==> src/rtl/sync_fifo_flex_if.sv <==
// Handshake/status bundle for sync_fifo_flex: producer/consumer side is the
// master, the FIFO itself is the slave.
interface sync_fifo_flex_if #(
    parameter int DATA_WIDTH = 8,
    parameter int DEPTH      = 16
);
    localparam int ADDR_WIDTH = $clog2(DEPTH);

    logic                  write_enable;
    logic [DATA_WIDTH-1:0] write_data;
    logic                  read_enable;
    logic [DATA_WIDTH-1:0] read_data;
    logic                  read_valid;
    logic                  full;
    logic                  empty;
    logic                  almost_full;
    logic                  almost_empty;
    logic [ADDR_WIDTH:0]   count;
    logic                  overflow;
    logic                  underflow;
    logic                  clear_errors;

    modport master (
        output write_enable, write_data, read_enable, clear_errors,
        input  read_data, read_valid, full, empty, almost_full, almost_empty,
               count, overflow, underflow
    );

    modport slave (
        input  write_enable, write_data, read_enable, clear_errors,
        output read_data, read_valid, full, empty, almost_full, almost_empty,
               count, overflow, underflow
    );
endinterface

==> src/rtl/sync_fifo_flex.sv <==
// Parametrised single-clock FIFO with standard or first-word-fall-through read,
// programmable almost flags, occupancy count and sticky overflow/underflow.
module sync_fifo_flex #(
    parameter int DATA_WIDTH = 8,
    parameter int DEPTH      = 16,
    parameter int ADDR_WIDTH = $clog2(DEPTH),
    parameter int FWFT       = 0,
    parameter int AF_THRESH  = DEPTH - 2,
    parameter int AE_THRESH  = 2
) (
    input  logic              clk,
    input  logic              reset_n,
    sync_fifo_flex_if.slave   bus
);

    if ((DEPTH < 2) || ((DEPTH & (DEPTH - 1)) != 0)) begin : g_bad_depth
        $error("sync_fifo_flex: DEPTH must be a power of two and >= 2");
    end
    if (ADDR_WIDTH != $clog2(DEPTH)) begin : g_bad_aw
        $error("sync_fifo_flex: ADDR_WIDTH is derived from DEPTH and must not be overridden");
    end
    if ((AF_THRESH < 1) || (AF_THRESH > DEPTH)) begin : g_bad_af
        $error("sync_fifo_flex: AF_THRESH out of range 1..DEPTH");
    end
    if ((AE_THRESH < 0) || (AE_THRESH > DEPTH - 1)) begin : g_bad_ae
        $error("sync_fifo_flex: AE_THRESH out of range 0..DEPTH-1");
    end
    if ((FWFT != 0) && (FWFT != 1)) begin : g_bad_fwft
        $error("sync_fifo_flex: FWFT must be 0 or 1");
    end

    localparam logic [ADDR_WIDTH:0] DEPTH_C = (ADDR_WIDTH + 1)'(DEPTH);
    localparam logic [ADDR_WIDTH:0] AF_C    = (ADDR_WIDTH + 1)'(AF_THRESH);
    localparam logic [ADDR_WIDTH:0] AE_C    = (ADDR_WIDTH + 1)'(AE_THRESH);

    logic [DATA_WIDTH-1:0] mem [DEPTH];
    logic [ADDR_WIDTH-1:0] wr_ptr;
    logic [ADDR_WIDTH-1:0] rd_ptr;
    logic [ADDR_WIDTH:0]   count_q;
    logic [ADDR_WIDTH:0]   count_next;
    logic                  full_q;
    logic                  empty_q;
    logic                  afull_q;
    logic                  aempty_q;
    logic                  overflow_q;
    logic                  underflow_q;
    logic                  wr_acc;
    logic                  rd_acc;

    always_comb begin
        wr_acc     = bus.write_enable && !full_q;
        rd_acc     = bus.read_enable && !empty_q;
        count_next = count_q + (ADDR_WIDTH + 1)'(wr_acc) - (ADDR_WIDTH + 1)'(rd_acc);
    end

    always_ff @(posedge clk) begin
        if (wr_acc) begin
            mem[wr_ptr] <= bus.write_data;
        end
    end

    // Flags are registered from count_next so they move on the same edge as count.
    always_ff @(posedge clk or negedge reset_n) begin
        if (!reset_n) begin
            wr_ptr      <= '0;
            rd_ptr      <= '0;
            count_q     <= '0;
            full_q      <= 1'b0;
            empty_q     <= 1'b1;
            afull_q     <= 1'b0;
            aempty_q    <= 1'b1;
            overflow_q  <= 1'b0;
            underflow_q <= 1'b0;
        end else begin
            if (wr_acc) begin
                wr_ptr <= wr_ptr + ADDR_WIDTH'(1);
            end
            if (rd_acc) begin
                rd_ptr <= rd_ptr + ADDR_WIDTH'(1);
            end
            count_q     <= count_next;
            full_q      <= (count_next == DEPTH_C);
            empty_q     <= (count_next == '0);
            afull_q     <= (count_next >= AF_C);
            aempty_q    <= (count_next <= AE_C);
            overflow_q  <= (bus.write_enable && full_q) || (overflow_q && !bus.clear_errors);
            underflow_q <= (bus.read_enable && empty_q) || (underflow_q && !bus.clear_errors);
        end
    end

    if (FWFT != 0) begin : g_fwft
        // Head word is presented combinationally; forced to zero while empty.
        assign bus.read_data  = empty_q ? '0 : mem[rd_ptr];
        assign bus.read_valid = !empty_q;
    end else begin : g_std
        logic [DATA_WIDTH-1:0] rdata_q;
        logic                  rvalid_q;

        always_ff @(posedge clk or negedge reset_n) begin
            if (!reset_n) begin
                rdata_q  <= '0;
                rvalid_q <= 1'b0;
            end else begin
                rvalid_q <= rd_acc;
                if (rd_acc) begin
                    rdata_q <= mem[rd_ptr];
                end
            end
        end

        assign bus.read_data  = rdata_q;
        assign bus.read_valid = rvalid_q;
    end

    assign bus.full         = full_q;
    assign bus.empty        = empty_q;
    assign bus.almost_full  = afull_q;
    assign bus.almost_empty = aempty_q;
    assign bus.count        = count_q;
    assign bus.overflow     = overflow_q;
    assign bus.underflow    = underflow_q;

endmodule

==> src/flat_wrapper.sv <==
// flat-port wrapper written by rule: the top's interface ports become plain ports
module sync_fifo_flex_flat 
#(
    parameter int DATA_WIDTH = 8,
    parameter int DEPTH      = 16,
    parameter int ADDR_WIDTH = $clog2(DEPTH),
    parameter int FWFT       = 0,
    parameter int AF_THRESH  = DEPTH - 2,
    parameter int AE_THRESH  = 2
)
  (clk, reset_n, bus_write_enable, bus_write_data, bus_read_enable, bus_clear_errors, bus_read_data, bus_read_valid, bus_full, bus_empty, bus_almost_full, bus_almost_empty, bus_count, bus_overflow, bus_underflow);
  sync_fifo_flex_if #(.DATA_WIDTH(DATA_WIDTH), .DEPTH(DEPTH)) bus_i ();
  input  logic clk;
  input  logic reset_n;
  input wire logic [$bits(bus_i.write_enable)-1:0] bus_write_enable;
  input wire logic [$bits(bus_i.write_data)-1:0] bus_write_data;
  input wire logic [$bits(bus_i.read_enable)-1:0] bus_read_enable;
  input wire logic [$bits(bus_i.clear_errors)-1:0] bus_clear_errors;
  output wire logic [$bits(bus_i.read_data)-1:0] bus_read_data;
  output wire logic [$bits(bus_i.read_valid)-1:0] bus_read_valid;
  output wire logic [$bits(bus_i.full)-1:0] bus_full;
  output wire logic [$bits(bus_i.empty)-1:0] bus_empty;
  output wire logic [$bits(bus_i.almost_full)-1:0] bus_almost_full;
  output wire logic [$bits(bus_i.almost_empty)-1:0] bus_almost_empty;
  output wire logic [$bits(bus_i.count)-1:0] bus_count;
  output wire logic [$bits(bus_i.overflow)-1:0] bus_overflow;
  output wire logic [$bits(bus_i.underflow)-1:0] bus_underflow;
  assign bus_i.write_enable = bus_write_enable;
  assign bus_i.write_data = bus_write_data;
  assign bus_i.read_enable = bus_read_enable;
  assign bus_i.clear_errors = bus_clear_errors;
  assign bus_read_data = bus_i.read_data;
  assign bus_read_valid = bus_i.read_valid;
  assign bus_full = bus_i.full;
  assign bus_empty = bus_i.empty;
  assign bus_almost_full = bus_i.almost_full;
  assign bus_almost_empty = bus_i.almost_empty;
  assign bus_count = bus_i.count;
  assign bus_overflow = bus_i.overflow;
  assign bus_underflow = bus_i.underflow;
  sync_fifo_flex #(.DATA_WIDTH(DATA_WIDTH), .DEPTH(DEPTH), .ADDR_WIDTH(ADDR_WIDTH), .FWFT(FWFT), .AF_THRESH(AF_THRESH), .AE_THRESH(AE_THRESH)) u_core (.clk(clk), .reset_n(reset_n), .bus(bus_i));
endmodule
==> config.mk <==
export PLATFORM = sky130hd
export DESIGN_NAME = sync_fifo_flex_flat
export DESIGN_NICKNAME = d
export VERILOG_FILES = /design/src/rtl/sync_fifo_flex_if.sv /design/src/rtl/sync_fifo_flex.sv /design/src/flat_wrapper.sv
export SDC_FILE = /design/constraint.sdc
export NUM_CORES = 1
export LEC_CHECK = 0
export CAP_MARGIN = 20
export CORE_MARGIN = 2
export CORE_UTILIZATION = 45
export CTS_CLUSTER_DIAMETER = 80
export DETAILED_ROUTE_END_ITERATION = 12
export PLACE_DENSITY = 0.75
export SYNTH_ARGS = -nofsm -noshare
export SYNTH_HDL_FRONTEND = slang
export SYNTH_SLANG_ARGS = --single-unit
export TNS_END_PERCENT = 20
==> constraint.sdc <==
create_clock -name clk -period 3.2 [get_ports clk]
set_input_delay 0.96 -clock clk [delete_from_list [all_inputs] [get_ports clk]]
set_output_delay 0.96 -clock clk [all_outputs]
set_load 0.01 [all_outputs]
### Yosys cells after proc, flatten, opt, wreduce, memory -nomap -nowiden

Memory sizes are Yosys's and may differ from the RTL's. A register that Yosys moved wholly into a read port is not among the register bits.
Index checks and enable logic that the tools add are counted.

* flip-flop bits (word level): 20
* bits in latches: 0
* memory bits (writable): 128
* bits in read-only memories: 0
* output and inout port bits: 20
* memories: 1

Memories
* u_core.mem: words 16, bits a word 8, rd ports 1, clocked after Yosys merged registers in 1, write ports 1, RTL line sync_fifo_flex.sv:36 `logic [DATA_WIDTH-1:0] mem [DEPTH];`

* add/sub/neg operators: 4
* multipliers: 0
* div/mod/pow operators: 0
* magnitude comparators: 2
* equality and inequality tests: 1
* shifts and indexed selects: 0
* muxes and demuxes: 2
* bitwise gates (word level): 0
* reductions and logical operators: 13

Operators by type and width (count)
* adder 4 x 1 -> 4 bit (second input constant): 2
* logical AND 1 bit: 6
* adder 5 x 1 -> 5 bit: 1
* == test 5 bit (second input constant): 1
* greater-or-equal comparator 5 x 4 -> 1 bit (second input constant): 1
* less-or-equal comparator 5 x 2 -> 1 bit (second input constant): 1
* logical NOT 5 bit: 1
* subtractor 5 x 1 -> 5 bit: 1
* logical NOT 1 bit: 4
* logical OR 1 bit: 2
* two-way mux 1 bit: 2

### Logic depth before layout (Yosys ltp)

* word-level depth: 5
* mapped depth: 10

### Worst setup path after synthesis

No wires, ideal clock.

* path kind: input to register
* start point: input bus_read_enable
* end point: register u_core.aempty_q, in the netlist u_core.bus.almost_empty
* setup time: 0.105 ns
* arrival: 2.768 ns
* data required time: 3.095 ns
* path slack: 0.327 ns
* stages on the path: 10
* cells stage by stage: nand2b_1 > inv_1 > ha_1 > inv_1 > ha_1 > fa_1 > a21o_1 > a21oi_2 > xnor2_2 > a2111oi_2

* word-level cells in the longest chain between the ends: 3

RTL lines
* from (decl): RTL line flat_wrapper.sv:17 `input wire logic [$bits(bus_i.read_enable)-1:0] bus_read_enable;`
* logical AND 1 bit: RTL line sync_fifo_flex.sv:52 `rd_acc = bus.read_enable && !empty_q;`
* via u_core.rd_acc: RTL line sync_fifo_flex.sv:48 `logic rd_acc;`
* subtractor 5 x 1 -> 5 bit: RTL line sync_fifo_flex.sv:53 `count_next = count_q + (ADDR_WIDTH + 1)'(wr_acc) - (ADDR_WIDTH + 1)'(rd_acc);`
* via u_core.count_next[4]: RTL line sync_fifo_flex.sv:40 `logic [ADDR_WIDTH:0] count_next;`
* less-or-equal comparator 5 x 2 -> 1 bit: RTL line sync_fifo_flex.sv:85 `aempty_q <= (count_next <= AE_C);`
* to (signal assigned): RTL line sync_fifo_flex.sv:85
* to (decl): RTL line sync_fifo_flex.sv:44 `logic aempty_q;`

The timed path passes the listed nets, and every way through them passes these cells.
A chain may end at the register's enable or synchronous reset.

### Worst setup path after layout

Same ends and word-level chain as after synthesis.

==> run metrics <==
Max-cap violations 0; static leakage between 2 and 3 nW; leading register cell type out of synthesis edfxtp_1; critical path required time between 3 and 4 ns; average instance area after synthesis between 15 and 20 um2; I/O pin total 33; setup repair after global routing missed its margin no; worst slack, placed -0.275 ns; worst supply voltage drop on vdd between 400 and 500 uV; synth unique cells 35; CP Max Fanout 5; slew at the pin closest to its max-slew limit a little over 0.7 ns; Final Max Slew Viols 0; clock group share of total power approximately a quarter; peak clock frequency supported by timing roughly 0.33 GHz; nature of the critical path endpoint flip-flop; Die Area around 15,000 um2; clk slew on worst S/H paths approximately 0.060 ns; Post-Syn Nets roughly 430; Wirelength per Cell 19.0 um; average vias per placed instance about 5.3; first-pass GRT wire length 20.0 mm; Initial Util around 46%; Buffers on Ports 32; Internal Power 4.70 mW; crit start category input port; sequential fraction of the synthesis area 72.5%; setup clock skew after layout ~0.0058 ns; post-route fraction of the period consumed by the critical path 95.4%; post-layout worst setup margin 0.147 ns; Core Region 13,800 um2; number of DRC violations after detailed routing 0; vertical extent of the die ~120 um; worst stage delay on the critical path 0.42 ns; # clock sinks ~160; met2 GRT Util between 20 and 30%; hold bufs inserted after CTS 0; die span in x about 120 um; worst hold-check path type reg2reg; count of warnings emitted by yosys 0; DPL Wire Length about 8.3 mm; vias after detailed routing approximately 3.5k; post-route setup TNS 0 ns; capturing instance or port of the critical path u_core.bus.almost_empty; Final Hold Viols 0; Reg2Reg Depth 10; # rows 43; reg-to-reg endpoint u_core.bus.almost_empty; routability-driven placement congestion ratio approximately 0.86; total power after layout around 7.1 mW; number of DRC markers in iteration 0 a little over 400; number of levels the H-tree was split into 4; category of the critical setup timing path in2reg; Post-DRT Antenna Nets 0; number of buffers on the longest clock path 2; antenna violations before repair 0; overall fraction of global-route tracks in use approximately 18%; post-synthesis instance total just over 400; cts repair resizes 0; number of filler cells placed in the layout approximately 1.1k; sequential group share of total power 40.6%; antenna diode instance count 0; outcome finished, final reports clean; first-pass iteration count of the detailed router 4; CTS tree yes; pin count of the biggest net entering global routing 39; via count of the first global-routing pass 3,552; time the final worst path needs with I/O delays and setup 3.05 ns; proportion of register bits with asynchronous set or reset after synthesis 17.9%; flop-to-flop setup slack 0.52 ns; net switching fraction of the power between 30% and 40%; clock tree root driver cell clkbuf_16; total clock buffers created by CTS 17; number of flops mapped to enable cells by yosys ~130; synthesis-stage register bit count roughly 160; net load switching power about 2.4 mW; number of nets in the layout 494; met3 usage under 10%; GRT overflow 0; fraction of layout cells with a size suffix above 1 about 15%; clock latency on the worst-skew pair 0.41 ns; detailed-route wire length between 10 and 15 mm; Critical path origin bus_read_enable; hold slack a little under 0.5 ns; Reg-to-Reg Start u_core.bus.empty; cell at the slowest stage of the critical path clkdlybuf4s50_1; combinational cell fraction of total power approximately 33%; series of cell instances along the critical path clkdlybuf4s50_1 > nand2b_1 > inv_1 > ha_1 > inv_1 > ha_1 > fa_1 > a21o_1 > a21oi_2 > xnor2_2 > a2111oi_2; met1 usage in global routing about a quarter; area added between synthesis and finish 20.1%; cell area after synthesis between 6000 and 7000 um2; power density normalized to cell area about 940 nW/um2; most congested layer reported by global routing met2; number of failing setup endpoints in the final timing report 0; worst slew margin relative to its limit between 50% and 60%; worst path arrival time ~3.4 ns; number of buffers inserted by post-CTS setup repair 0; core utilization of the finished layout ~55%
-- synth_stat cells, drive strengths merged (5+ instances only) --
cell type	n	area share, %
inv	11	0.66
nand2	36	2.2
dfrtp	26	10
nor3	5	0.40
edfxtp	128	61
ha	10	2.0
nor2	13	0.78
xnor2	9	1.5
clkbuf	6	0.38
a22oi	16	1.9
mux2i	64	10
buf	14	1.5
nand3	25	2.0
a21oi	18	1.5
-- worst min path at each step --
stage                                        from                       to  slack (ns)  cells past startpoint
final                     u_core.bus.read_data[5]  u_core.bus.read_data[5]        0.49                      2
after global routing      u_core.bus.read_data[7]  u_core.bus.read_data[7]        0.53                      2
after CTS                 u_core.bus.read_data[5]  u_core.bus.read_data[5]        0.49                      2
after detailed placement  u_core.bus.read_data[5]  u_core.bus.read_data[5]        0.48                      2
after global placement    u_core.bus.read_data[3]  u_core.bus.read_data[3]        0.46                      2
after floorplan                  u_core.rd_ptr[3]         u_core.rd_ptr[3]        0.46                      1
-- final cells by class --
| type | count | area, um2 | area share, % |
|---|---|---|---|
| flip-flops and latches | 156 | 4550 | 60.4 |
| multi-input cells | 217 | 1570 | 20.8 |
| repair buffers | 67 | 596 | 7.91 |
| clock buffers | 18 | 429 | 5.70 |
| well taps | 180 | 225 | 2.99 |
| clock inverters | 14 | 121 | 1.61 |
| inverters | 11 | 41.3 | 0.548 |
-- worst max-delay path, delay by kind of cell --
| kind | cells | cell delay [ns] |
|---|---|---|
| adder cells (fa/ha/maj) | 3 | 0.91 |
| AO/OA/AOI/OAI | 3 | 0.74 |
| buffers and inverters | 3 | 0.52 |
| XOR/XNOR | 1 | 0.14 |
| AND/OR/NAND/NOR | 1 | 0.10 |
-- stage by stage --
| step | instances | area [um2] |
|---|---|---|
| 6_report | 663 | 7530 |
| 2_1_floorplan | 404 | 6270 |
| 5_1_grt | 663 | 7530 |
| 3_5_place_dp | 631 | 6980 |
| 3_3_place_gp | 631 | 6980 |
| 4_1_cts | 663 | 7530 |
-- power by group through the flow --
| stage | Clock, mW | Sequential (mW) | Combinational [mW] |
|---|---|---|---|
| 6_report | 1.85 | 2.87 | 2.34 |
| 4_1_cts | 1.87 | 2.86 | 2.35 |
| 3_5_place_dp | 0 | 2.90 | 2.33 |
| 5_1_grt | 1.96 | 2.91 | 2.56 |
| 2_1_floorplan | 0 | 2.77 | 1.57 |
| 3_3_place_gp | 0 | 2.89 | 2.23 |
-- layer usage --
| layer | share of wire [%] | wire length [um] | up-vias |
|---|---|---|---|
| met3 | 5.1 | 648 | 16 |
| li1 | - | - | 1632 |
| met4 | 1.9 | 235 | 0 |
| met2 | 48 | 6020 | 100 |
| met5 | 0 | 0 | - |
| met1 | 45 | 5720 | 1754 |
-- placed cells by master (no fill, tap or decap), types with 2 or more instances in the layout --
master / n
nand2b_1: 3
o21ai_0: 3
clkbuf_16: 17
edfxtp_1: 128
xnor2_2: 2
nor2_1: 13
inv_6: 2
nor3_1: 5
clkdlybuf4s50_1: 32
buf_4: 34
nand2_1: 36
nand3_1: 25
clkinvlp_4: 7
a22oi_1: 16
clkinv_1: 2
dfrtp_1: 25
mux2i_1: 64
dfstp_2: 2
ha_1: 10
a21o_1: 2
nor2b_1: 3
inv_1: 11
a21oi_1: 17
xnor2_1: 7
-- kinds of logic after synthesis --
group | share of synthesized area (%)
and+or+nand+nor | 6.60
DFF | 72.5
xor gates and xnor gates | 1.64
adders and majority gates | 2.31
buffers and inverters | 2.51
muxes | 10.2
AOI/OAI and AO/OA | 4.27
-- registers in the layout, summed over array words and instances, names as in the netlist, 4 cells and up --
signal / count
u_core.mem: 128
u_core.bus.read_data: 8
u_core.bus.count: 5
u_core.rd_ptr: 4
u_core.wr_ptr: 4
Power figures use the tool's default switching activity.
